==> src/rtl/dem_pkg.sv <==
// Shared constants for the dem_nbit_mod counter family.
// Mode and direction encodings used by the counter and its users.
package dem_pkg;

  localparam logic MODE_WRAP = 1'b0;
  localparam logic MODE_SAT  = 1'b1;
  localparam logic DIR_UP    = 1'b1;
  localparam logic DIR_DN    = 1'b0;

endpackage

==> src/rtl/dem_prescaler.sv <==
// Clock-enable prescaler: asserts tick on the last cycle of each PRESCALE-cycle period.
// The phase holds while run is low, so a paused period resumes where it stopped.
module dem_prescaler #(
  parameter int PRESCALE = 1,
  parameter int PS_W     = $clog2(PRESCALE) + 1
) (
  input  logic clk,
  input  logic reset,
  input  logic run,
  input  logic clr,
  output logic tick
);

  localparam logic [PS_W-1:0] PS_LAST = PS_W'(PRESCALE - 1);
  localparam logic [PS_W-1:0] PS_ZERO = {PS_W{1'b0}};
  localparam logic [PS_W-1:0] PS_ONE  = PS_W'(1);

  logic [PS_W-1:0] ps_r;

  assign tick = run & (ps_r == PS_LAST);

  // Phase counter: cleared by reset or load, advances only while running.
  always_ff @(posedge clk) begin
    if (reset) begin
      ps_r <= PS_ZERO;
    end else if (clr) begin
      ps_r <= PS_ZERO;
    end else if (run) begin
      if (ps_r == PS_LAST) begin
        ps_r <= PS_ZERO;
      end else begin
        ps_r <= ps_r + PS_ONE;
      end
    end else begin
      ps_r <= ps_r;
    end
  end

endmodule

==> src/rtl/dem_nbit_mod.sv <==
// Parametrised up/down modulo counter with load, prescaler, wrap/saturate modes,
// a one-cycle terminal-count pulse and a sticky overflow flag.
module dem_nbit_mod
  import dem_pkg::*;
#(
  parameter int WIDTH    = 8,
  parameter int PRESCALE = 1,
  parameter int PS_W     = $clog2(PRESCALE) + 1
) (
  input  logic             clk,
  input  logic             reset,
  input  logic             SS,
  input  logic             UD,
  input  logic             load,
  input  logic [WIDTH-1:0] load_val,
  input  logic [WIDTH-1:0] max_val,
  input  logic             mode,
  input  logic             clr_ovf,
  output logic [WIDTH-1:0] out,
  output logic             tc,
  output logic             ovf,
  output logic             zero
);

  localparam logic [WIDTH-1:0] CNT_ZERO = {WIDTH{1'b0}};
  localparam logic [WIDTH-1:0] CNT_ONE  = WIDTH'(1);

  logic [WIDTH-1:0] out_r, out_next_s;
  logic             tc_r, ovf_r;
  logic             step_en_s, event_s;

  dem_prescaler #(
    .PRESCALE (PRESCALE),
    .PS_W     (PS_W)
  ) u_prescaler (
    .clk   (clk),
    .reset (reset),
    .run   (SS & ~load),
    .clr   (load),
    .tick  (step_en_s)
  );

  // Next-count and boundary-event decode; load beats step, step beats hold.
  always_comb begin
    out_next_s = out_r;
    event_s    = 1'b0;
    if (load) begin
      out_next_s = (load_val > max_val) ? max_val : load_val;
    end else if (step_en_s) begin
      case (UD)
        DIR_UP: begin
          if (out_r < max_val) begin
            out_next_s = out_r + CNT_ONE;
          end else begin
            event_s    = 1'b1;
            out_next_s = (mode == MODE_SAT) ? max_val : CNT_ZERO;
          end
        end
        DIR_DN: begin
          if (out_r == CNT_ZERO) begin
            event_s    = 1'b1;
            out_next_s = (mode == MODE_SAT) ? CNT_ZERO : max_val;
          end else if (out_r > max_val) begin
            // Limit was lowered under a running count: snap down without an event.
            out_next_s = max_val;
          end else begin
            out_next_s = out_r - CNT_ONE;
          end
        end
        default: begin
          out_next_s = out_r;
          event_s    = 1'b0;
        end
      endcase
    end else begin
      out_next_s = out_r;
      event_s    = 1'b0;
    end
  end

  // Count and flag registers; a boundary event beats a simultaneous clr_ovf.
  always_ff @(posedge clk) begin
    if (reset) begin
      out_r <= CNT_ZERO;
      tc_r  <= 1'b0;
      ovf_r <= 1'b0;
    end else begin
      out_r <= out_next_s;
      tc_r  <= event_s;
      if (event_s) begin
        ovf_r <= 1'b1;
      end else if (clr_ovf) begin
        ovf_r <= 1'b0;
      end else begin
        ovf_r <= ovf_r;
      end
    end
  end

  assign out  = out_r;
  assign tc   = tc_r;
  assign ovf  = ovf_r;
  assign zero = (out_r == CNT_ZERO);

endmodule
==> config.mk <==
export PLATFORM = sky130hd
export DESIGN_NAME = dem_nbit_mod
export DESIGN_NICKNAME = d
export VERILOG_FILES = /design/src/rtl/dem_pkg.sv /design/src/rtl/dem_prescaler.sv /design/src/rtl/dem_nbit_mod.sv
export SDC_FILE = /design/constraint.sdc
export NUM_CORES = 1
export LEC_CHECK = 0
export ABC_AREA = 1
export CAP_MARGIN = 20
export CORE_ASPECT_RATIO = 0.7
export CORE_MARGIN = 5
export CORE_UTILIZATION = 40
export DETAILED_ROUTE_END_ITERATION = 16
export PLACE_DENSITY = 0.68
export RECOVER_POWER = 50
export REMOVE_ABC_BUFFERS = 1
export SLEW_MARGIN = 20
export SYNTH_ARGS = -nofsm -noshare
export SYNTH_HDL_FRONTEND = slang
export SYNTH_SLANG_ARGS = --single-unit
==> constraint.sdc <==
create_clock -name clk -period 2 [get_ports clk]
set_clock_uncertainty 0.2 [all_clocks]
set_input_delay 0.4 -clock clk [delete_from_list [all_inputs] [get_ports clk]]
set_output_delay 0.4 -clock clk [all_outputs]
set_load 0.02 [all_outputs]
Word level (Yosys, flattened, before mapping)
Cells that the tools add are included.
Widths: inputs -> output; s select.
{"block": "totals", "elab_cells": 36, "out_inout_bits": 11, "inputBits": 23, "ff_bits": 11}
{"block": "classes", "add_sub_neg": 3, "order_cmp": 3, "reduce_logical": 4, "muxes": 17, "n_bitwise": 5}
{"cell": "$mux 8", "count": 8}
{"cell": "$gt 8x8->1", "count": 2}
{"cell": "$pmux 8 s2", "count": 1}
{"cell": "$add 8x1->8 const B", "count": 1}
{"cell": "$logic_not 8->1", "count": 1}
{"cell": "$lt 8x8->1", "count": 1}
{"cell": "$sub 8x1->8 const B", "count": 1}
{"cell": "$mux 1", "count": 7}
{"cell": "$reduce_bool 2->1", "count": 2}
{"cell": "$not 1->1", "count": 3}
{"cell": "$and 1x1->1", "count": 2}
{"cell": "$pmux 1 s2", "count": 1}
{"cell": "$reduce_or 2->1", "count": 1}
{"cell": "$add 1x1->1 const B", "count": 1}

Logic depth before layout (Yosys ltp)
Gate-level depths: netlist (run 1).
{"block": "logic_depth", "depth_word": 6, "depth_mapped": 16, "mapped_depth_nobuf": 16}

Modules after synthesis
Synthesis (run 1) repeated with hierarchy kept, for this count alone.
{"block": "unflattened", "cells_unflattened": 272, "area_unflattened_um2": 1604.0}
{"mod": "dem_nbit_mod", "n_inst": 1, "seq_area_each_um2": 200.2, "area_per_inst_um2": 1596.5, "cells_per_inst": 271}
{"mod": "dem_prescaler", "n_inst": 1, "seq_area_each_um2": 0.0, "area_per_inst_um2": 7.5, "cells_per_inst": 1}

Worst setup path before layout (run 1)
Ideal clock, no wire load.
{"block": "synth_timing", "path_kind": "register to register", "start": "register out_r[5] (netlist: out[5])", "end": "register out_r[4] (netlist: out[4])", "setup_ns": 0.112, "path_buffers": 1, "period_less_slack_ns": 2.070, "path_slack_ns": -0.070, "stages_incl_launch_ff": 13, "arrival_time_ns": 1.758, "t_required_ns": 1.688, "path_cell_list": "dfxtp_1 -> ha_1 -> a21oi_1 -> nor2_1 -> nor2_2 -> nand2_2 -> buf_6 -> nand3_1 -> nand3_1 -> nand2_1 -> nand3_1 -> nand2_1 -> nand2_1"}
{"block": "synth_between", "elab_chain_len": 6, "elab_cells_between_ends": 9, "classes_between": "2 x order compare; 6 x mux; 1 x reduce/logical"}
{"element": "from (decl)", "line": "dem_nbit_mod.sv:28", "rtl": "logic [WIDTH-1:0] out_r, out_next_s;"}
{"element": "from (signal assigned)", "line": "dem_nbit_mod.sv:88", "rtl": "out_r <= out_next_s;"}
{"element": "$gt 8x8->1", "line": "dem_nbit_mod.sv:63", "rtl": "end else if (out_r > max_val) begin"}
{"element": "$mux 8", "line": "dem_nbit_mod.sv:63"}
{"element": "$mux 8", "line": "dem_nbit_mod.sv:60", "rtl": "if (out_r == CNT_ZERO) begin"}
{"element": "$pmux 8 s2 *", "line": "dem_nbit_mod.sv:50", "rtl": "case (UD)"}
{"element": "$mux 8 *", "line": "dem_nbit_mod.sv:49", "rtl": "end else if (step_en_s) begin"}
{"element": "$mux 8 *", "line": "dem_nbit_mod.sv:47", "rtl": "if (load) begin"}
Mark *: on every way between the ends. The rest lies on a longest branch, timed or not. The select of a mux whose other input is x is not followed.
A chain may end at the register's enable or synchronous reset.

Final worst setup path (run 1)
{"block": "layout_timing", "start": "register out_r[2] (netlist: out[2])", "end": "register out_r[3] (netlist: out[3])"}
{"block": "layout_between", "elab_chain_len": 6, "elab_cells_between_ends": 11, "classes_between": "2 x add/sub; 2 x order compare; 6 x mux; 1 x reduce/logical"}
{"element": "$sub 8x1->8 or $gt 8x8->1 (tied branches)", "line": "dem_nbit_mod.sv:67, dem_nbit_mod.sv:63"}
{"element": "$mux 8", "line": "dem_nbit_mod.sv:63"}
{"element": "$mux 8", "line": "dem_nbit_mod.sv:60"}
{"element": "$pmux 8 s2 *", "line": "dem_nbit_mod.sv:50"}
{"element": "$mux 8 *", "line": "dem_nbit_mod.sv:49"}
{"element": "$mux 8 *", "line": "dem_nbit_mod.sv:47"}
Marks and branches as above.

==> qor.csv, run 1 <==
stage;metric;value;unit
outcome;status;finished with violations;
outcome;violations;negative setup slack;
timing;maxSlewHeadroom;0.816;
timing;setup_violations_final;4;
timing;layout_worst_path_cycle_share;1.02;
final_layout;antenna_fix_cells;0;
synthesis;synthesis.area;0.00152;mm2
critical_path;worst-r2r-cell-count;14;
timing;fmax;0.493;GHz
timing;setup_repair_after_global_routing_missed_its_margin;yes;
clocking;clk_root_buffer_cell;sky130_fd_sc_hd__clkbuf_8;
final_layout;fillCellCount;262;
run;maxCapViolations;0;
floorplanning;starting_utilization_of_the_core_area;0.424;
synthesis;syn_inst;258;
synthesis;synthArstFlopShare;0;
timing;final_period_minus_worst_setup_slack;2.03;ns
timing;final.setup.worst_slack;-0.0304;ns
global_route;grt_pass1_vias;1865;
floorplanning;top_level_ports;34;
global_route;grt_first_pass_wirelength;9060;um
worst_hold_path;min_to;ovf$_SDFFE_PP0P_;
critical_path;cp_max_fo;7;
clocking;tritoncts.num_buffers;3;
critical_path;cpMaxStageDelayCell;sky130_fd_sc_hd__dfxtp_4;
synthesis;syn-mean-instance-area;5.89;um2
clocking;tritoncts_sink_count;10;
final_layout;design.final.nets;388;
critical_path;arrival;1.97;ns
timing;worst_hold_slack;0.275;ns
synthesis;post-synth-top-area-fraction;0.158;
detailed_routing;wl;6510;um
detailed_routing;routed_vias_inst;5.53;
pwr;ir_drop;0.459;mV
critical_path;rr_startpoint;out[2]$_SDFFE_PP0P_;
detailed_routing;remaining_antenna_violation_count;0;
critical_path;required_arrival_time_at_the_worst_endpoint;1.94;ns
critical_path;timing_worst_setup_path_type;flop to flop;
placement;port_buffers;33;
clocking;cts-root-to-sink-buffers;2;
synthesis;yosysWarningCount;0;
floorplanning;placeableCoreArea;0.00358;mm2
clocking;clock_latency;0.25;ns
final_layout;multi_input_area;0.00155;mm2
placement;detailedPlacementHpwl;4370;um
clocking;h-tree-depth;1;
detailed_routing;wl_per_cell;16.5;um
detailed_routing;total_number_of_vias;2186;
floorplanning;rows;18;
global_route;grt_antenna_before_repair;0;
floorplanning;floorplan.die.width;83.7;um
synthesis;postSynth.topFlopCell;sky130_fd_sc_hd__dfxtp_1;
synthesis;synthMostInstantiatedCell;sky130_fd_sc_hd__nand2_1;
final_layout;register_area;223;um2
critical_path;dominant_cell_type_by_count_on_the_critical_path;sky130_fd_sc_hd__nand2_1;
global_route;grt_start_max_net_pins;9;
critical_path;sequence_of_cells_on_the_critical_path;ha_1 -> nand2_1 -> inv_2 -> nand2_1 -> nand2_1 -> nand2_2 -> nand2_4 -> nand2_4 -> nand2_2 -> nand2_2 -> nor2_2 -> nand2_1 -> nand2_1 -> a21oi_2;
detailed_routing;drt-initial-drc-count;290;
floorplanning;die_height;61.6;um
clocking;clk_pin_slew_worst_setup_hold_paths;0.06;ns
critical_path;critPathMaxStageDelay;0.37;ns
synthesis;synth-seq-area-share;0.132;
detailed_routing;drc;0;
placement;routabilityCongestion;0.963;
floorplanning;die_area;0.00515;mm2
timing;finalMaxSlewViolations;0;
synthesis;yosys_register_bits;10;
synthesis;yosys.area.top_type;sky130_fd_sc_hd__nand2_1;
placement;placedCellCount;382;
final_layout;syn_to_final_growth;77.0;%
synthesis;yosysUniqueCellTypes;25;
worst_hold_path;min_from;ovf$_SDFFE_PP0P_;
timing;finalHoldViolations;0;
critical_path;critical_path.endpoint_type;flop;
global_route;grt.total_usage;0.227;
pwr;power_leakage;0.00125;uW
detailed_routing;firstDrtPassIters;5;
timing;max_slew.worst_pin.slew;0.275;ns
critical_path;regToRegEndpoint;out[3]$_SDFFE_PP0P_;
final_layout;layout-drive-gt1-share;0.481;
pwr;power_density;543;mW/mm2
synthesis;yosys-top-cells-area;sky130_fd_sc_hd__nand2_1 16%, sky130_fd_sc_hd__ha_1 16%, sky130_fd_sc_hd__dfxtp_1 13%;
worst_hold_path;hp-class;flop to flop;
final_layout;final-instance-count-excl-fill;395;
global_route;grt.overflow.total;0;
critical_path;r2r_setup_slk;-0.03;ns
clocking;post_cts_hold_buffer_count;0;
clocking;tritoncts;built;
synthesis;synth.cells.most_frequent;64 x sky130_fd_sc_hd__nand2_1, 37 x sky130_fd_sc_hd__nor2_1, 28 x sky130_fd_sc_hd__inv_1;
critical_path;setup.worst_path.start_class;flop;
synthesis;synth-edff-count;0;
worst_hold_path;min_path_cells;2;
[cell type report]
class,count,share of cell area
inverters,31,0.0442
repair buffers,87,0.255
flip-flops and latches,10,0.0828
well taps,50,0.0233
clock buffers,4,0.0205
multi-input cells,213,0.575
[timing repair]
| action | 4_1_cts | 5_1_grt |
|---|---|---|
| buffers inserted | 1 | 6 |
| gates cloned | 2 | 0 |
| setup endpoints to repair | 15 | 11 |
| gates resized for setup | 73 | 85 |
| pin swaps | 16 | 42 |
[stage by stage]
stage | TNS, ns | power (uW) | worst slack, ns | area (um2) | util
6_report | -0.0422 | 1460 | -0.0304 | 2690 | 0.751
4_1_cts | -0.0134 | 1290 | -0.0134 | 2440 | 0.682
3_3_place_gp | -6.13 | 967 | -0.659 | 2220 | 0.621
5_1_grt | -0.679 | 1540 | -0.0993 | 2690 | 0.751
2_1_floorplan | -0.148 | 636 | -0.0382 | 1480 | -
3_5_place_dp | -6.08 | 970 | -0.686 | 2220 | 0.621
[where the power goes]
| group | total (uW) | switching (uW) | internal, uW |
|---|---|---|---|
| Combinational | 935 | 518 | 417 |
| Sequential | 256 | 33.3 | 223 |
| Clock | 268 | 94.2 | 174 |
| Total | 1460 | 645 | 814 |
[worst max-delay path, delay by kind of cell (launching register included)]
| family | cells | cell delay [ns] |
|---|---|---|
| simple gates | 11 | 0.97 |
| flops | 1 | 0.37 |
| fa+ha+maj | 1 | 0.28 |
| buf+inv | 1 | 0.05 |
| compound gates | 1 | 0.05 |
[layer usage]
| layer | vias to the layer above | track usage | wire [um] |
|---|---|---|---|
| li1 | 1022 | - | - |
| met1 | 971 | 0.312 | 2880 |
| met2 | 159 | 0.373 | 2820 |
| met3 | 34 | 0.0441 | 614 |
| met4 | 0 | 0.0573 | 197 |
| met5 | - | 0 | 0 |
[cell families after synthesis]
family | synth area share
DFF | 0.132
and+or+nand+nor | 0.413
AOI/OAI and AO/OA | 0.133
adders and majority gates | 0.157
buffers and inverters | 0.103
xor gates and xnor gates | 0.0634
[placed cells by master, fill, tap and decap left out]
cell type,instances
sky130_fd_sc_hd__nand3_4,1
sky130_fd_sc_hd__buf_4,49
sky130_fd_sc_hd__nand3_2,8
sky130_fd_sc_hd__clkbuf_2,11
sky130_fd_sc_hd__dfxtp_4,5
sky130_fd_sc_hd__inv_4,1
sky130_fd_sc_hd__buf_2,2
sky130_fd_sc_hd__inv_1,17
sky130_fd_sc_hd__dfxtp_2,3
sky130_fd_sc_hd__ha_4,11
sky130_fd_sc_hd__dlymetal6s2s_1,1
sky130_fd_sc_hd__dlygate4sd2_1,6
sky130_fd_sc_hd__a31oi_1,1
sky130_fd_sc_hd__o21a_1,1
sky130_fd_sc_hd__o32ai_1,1
sky130_fd_sc_hd__nand2_1,51
sky130_fd_sc_hd__ha_1,7
sky130_fd_sc_hd__inv_2,13
sky130_fd_sc_hd__nor2_4,10
sky130_fd_sc_hd__a21oi_2,13
sky130_fd_sc_hd__clkdlybuf4s50_1,12
sky130_fd_sc_hd__dfxtp_1,2
sky130_fd_sc_hd__a21o_1,1
sky130_fd_sc_hd__nor2_1,23
sky130_fd_sc_hd__nand2_4,4
sky130_fd_sc_hd__o21ai_0,8
sky130_fd_sc_hd__a21oi_4,1
sky130_fd_sc_hd__nand4_1,5
sky130_fd_sc_hd__nand3_1,19
sky130_fd_sc_hd__clkdlybuf4s15_1,1
sky130_fd_sc_hd__nand2_2,15
sky130_fd_sc_hd__nor2_2,9
sky130_fd_sc_hd__xnor2_1,2
sky130_fd_sc_hd__clkbuf_8,4
sky130_fd_sc_hd__o22ai_1,1
sky130_fd_sc_hd__ha_2,1
sky130_fd_sc_hd__xor2_1,9
sky130_fd_sc_hd__o21ai_1,5
sky130_fd_sc_hd__buf_6,5
sky130_fd_sc_hd__a21oi_1,6
[state kept, by name (all words and copies together), names as in the netlist]
signal / flops
tc: 1
ovf: 1
out: 8
[worst max-delay path by stage]
stage                              startpoint             endpoint  slack (ns)  cells past startpoint
final                     out[2]$_SDFFE_PP0P_  out[3]$_SDFFE_PP0P_       -0.03                     14
after global routing      out[3]$_SDFFE_PP0P_  out[4]$_SDFFE_PP0P_        -0.1                     11
after CTS                          max_val[7]  out[2]$_SDFFE_PP0P_       -0.01                     13
after detailed placement           max_val[7]  out[3]$_SDFFE_PP0P_       -0.69                     14
after global placement             max_val[7]  out[3]$_SDFFE_PP0P_       -0.66                     14
after floorplan           out[2]$_SDFFE_PP0P_  out[7]$_SDFFE_PP0P_       -0.04                     13
No activity file was read; power rests on OpenSTA's default activity.
==> run 2, diff against run 1 <==
--- a/config.mk
+++ b/config.mk
@@ -6,12 +6,11 @@
 export NUM_CORES = 1
 export LEC_CHECK = 0
 export ABC_AREA = 1
-export CAP_MARGIN = 20
 export CORE_ASPECT_RATIO = 0.7
 export CORE_MARGIN = 5
-export CORE_UTILIZATION = 40
+export CORE_UTILIZATION = 46
 export DETAILED_ROUTE_END_ITERATION = 16
-export PLACE_DENSITY = 0.68
+export PLACE_DENSITY = 0.77
 export RECOVER_POWER = 50
 export REMOVE_ABC_BUFFERS = 1
 export SLEW_MARGIN = 20
==> qor.csv, run 2 (synthesis gave the netlist of run 1 again) <==
stage;metric;value;unit
timing;final.setup.worst_slack;-0.144;ns
placement;detailedPlacementHpwl;4210;um
clocking;tritoncts;built;
timing;finalMaxSlewViolations;0;
global_route;grt_antenna_before_repair;0;
clocking;clock_latency;0.24;ns
timing;tns;-0.775;ns
timing;layout_worst_path_cycle_share;1.07;
critical_path;cp_max_fo;10;
final_layout;fillCellCount;152;
critical_path;critPathMaxStageDelay;0.26;ns
timing;setup_violations_final;8;
timing;setup_repair_after_global_routing_missed_its_margin;yes;
critical_path;sequence_of_cells_on_the_critical_path;clkdlybuf4s15_2 -> inv_2 -> ha_4 -> nand2_2 -> nor2_4 -> nand4_1 -> buf_4 -> nand2_8 -> a21oi_1 -> o21ai_1 -> nand3_1 -> nand2_1 -> nand2_1;
critical_path;cpMaxStageDelayCell;sky130_fd_sc_hd__ha_4;
detailed_routing;total_length_of_routed_met2_wires;3470;um
placement;placedCellCount;368;
worst_hold_path;hp-class;flop to flop;
placement;port_buffers;33;
final_layout;layout.cells.most_common_list;52 x sky130_fd_sc_hd__nand2_1, 50 x sky130_fd_sc_hd__buf_4, 26 x sky130_fd_sc_hd__nor2_1;
floorplanning;starting_utilization_of_the_core_area;0.479;
final_layout;largest_reg_flops;8;
global_route;grt_pass1_vias;2064;
clocking;tritoncts.num_buffers;3;
detailed_routing;wl_per_cell;21.7;um
final_layout;final-instance-count-excl-fill;383;
final_layout;post-route-util;0.866;
global_route;grt.overflow.total;0;
clocking;post_cts_hold_buffer_count;0;
detailed_routing;met3RoutedLength;1060;um
pwr;power_density;557;mW/mm2
final_layout;syn_to_final_growth;80.6;%
detailed_routing;route.top_layer_used;met4;
floorplanning;rows;17;
critical_path;required_arrival_time_at_the_worst_endpoint;1.94;ns
placement;placed_area;0.00219;mm2
run;maxCapViolations;0;
critical_path;arrival;2.08;ns
critical_path;critical_path.top_delay_family;simple AND/OR/NAND/NOR gates;
detailed_routing;remaining_antenna_violation_count;0;
floorplanning;top_level_ports;34;
timing;fmax;0.466;GHz
detailed_routing;drt-initial-drc-count;306;
timing;final_period_minus_worst_setup_slack;2.14;ns
timing;maxSlewHeadroom;0.728;
timing;max_slew.worst_pin.slew;0.407;ns
detailed_routing;drc;0;
global_route;grt_start_max_net_pins;11;
critical_path;crit_buf_inv;3;
clocking;clk_root_buffer_cell;sky130_fd_sc_hd__clkbuf_8;
detailed_routing;total_number_of_vias;2444;
detailed_routing;routed_vias_inst;6.38;
final_layout;layout.cells.most_common;sky130_fd_sc_hd__nand2_1;
global_route;grt_first_pass_wirelength;9650;um
pwr;ir_drop;0.503;mV
detailed_routing;firstDrtPassIters;6;
floorplanning;die_height;58.1;um
clocking;cts-root-to-sink-buffers;2;
critical_path;critical_path.endpoint_type;flop;
final_layout;antenna_fix_cells;0;
global_route;grt.total_usage;0.267;
detailed_routing;met1Wirelength;3040;um
floorplanning;floorplan.die.width;78.7;um
final_layout;postLayoutCellArea;0.00274;mm2
clocking;h-tree-depth;1;
timing;finalHoldViolations;0;
placement;routabilityCongestion;0.950;
floorplanning;placeableCoreArea;0.00317;mm2
floorplanning;die_area;0.00457;mm2
clocking;clk_pin_slew_worst_setup_hold_paths;0.05;ns
critical_path;setup.worst_path.start_class;input pin;
clocking;tritoncts_sink_count;10;
timing;worst_hold_slack;0.273;ns
final_layout;design.final.nets;388;
detailed_routing;wl;8310;um
critical_path;dominant_cell_type_by_count_on_the_critical_path;sky130_fd_sc_hd__nand2_1;
critical_path;timing_worst_setup_path_type;input pin to flop;
outcome;status;finished with violations;
outcome;violations;negative setup slack;
final_layout;layout-drive-gt1-share;0.478;
pwr;power_leakage;0.00128;uW
run 2: cell types whose count changed in the layout (fill, tap and decap cells not counted), sizes merged:
cell / delta
nand2: -1
dlygate4sd2: -1
dlygate4sd3: +2
buf: +4
clkdlybuf4s50: -2
clkdlybuf4s15: +1
clkbuf: -3
run 2: repair_timing:
action | in CTS | in global routing
endpoints found under the setup margin | 15 | 13
gates cloned | 1 | 0
pin swaps | 23 | 31
endpoints found under the hold margin | 0 | 0
resized for setup | 75 | 95
buffers inserted | 5 | 5
run 2: final cells by class:
cell class / count / area [um2] / area share
multi-input cells: 212 / 1610 / 0.585
clock buffers: 4 / 55.1 / 0.0201
well taps: 38 / 47.5 / 0.0173
inverters: 31 / 124 / 0.0451
flip-flops and latches: 10 / 218 / 0.0793
repair buffers: 88 / 693 / 0.253
run 2: path summary, 6_finish.rpt:
path	start	end	slack (ns)	cells after the start
max	max_val[4]	out[7]$_SDFFE_PP0P_	-0.14	13
min	ovf$_SDFFE_PP0P_	ovf$_SDFFE_PP0P_	0.27	2
max reg2reg	out[3]$_SDFFE_PP0P_	out[7]$_SDFFE_PP0P_	-0.12	12
min reg2reg	ovf$_SDFFE_PP0P_	ovf$_SDFFE_PP0P_	0.27	2
run 2: worst min-delay path, stage by stage (launching register included):
cell	delay, ns
sky130_fd_sc_hd__dfxtp_1	0.30
sky130_fd_sc_hd__inv_1	0.04
sky130_fd_sc_hd__o32ai_1	0.08
run 2: power breakdown:
| group | switching [uW] | internal, uW | total, uW | leakage (uW) |
|---|---|---|---|---|
| clock network | 88.9 | 174 | 263 | 0.0000288 |
| registers | 35.3 | 223 | 259 | 0.0000860 |
| logic | 578 | 429 | 1010 | 0.00117 |
run 2: per-stage QoR:
step | power (uW) | setup WS [ns]
floorplan | 636 | -0.0382
global placement | 948 | -0.617
detailed placement | 954 | -0.656
CTS | 1270 | 0.00121
global route | 1600 | -0.238
finish | 1530 | -0.144
run 2: layer usage:
metal	up-vias	GRT usage
met4	0	0.0898
met5	-	0
li1	1024	-
met1	1096	0.339
met2	236	0.441
met3	88	0.0714
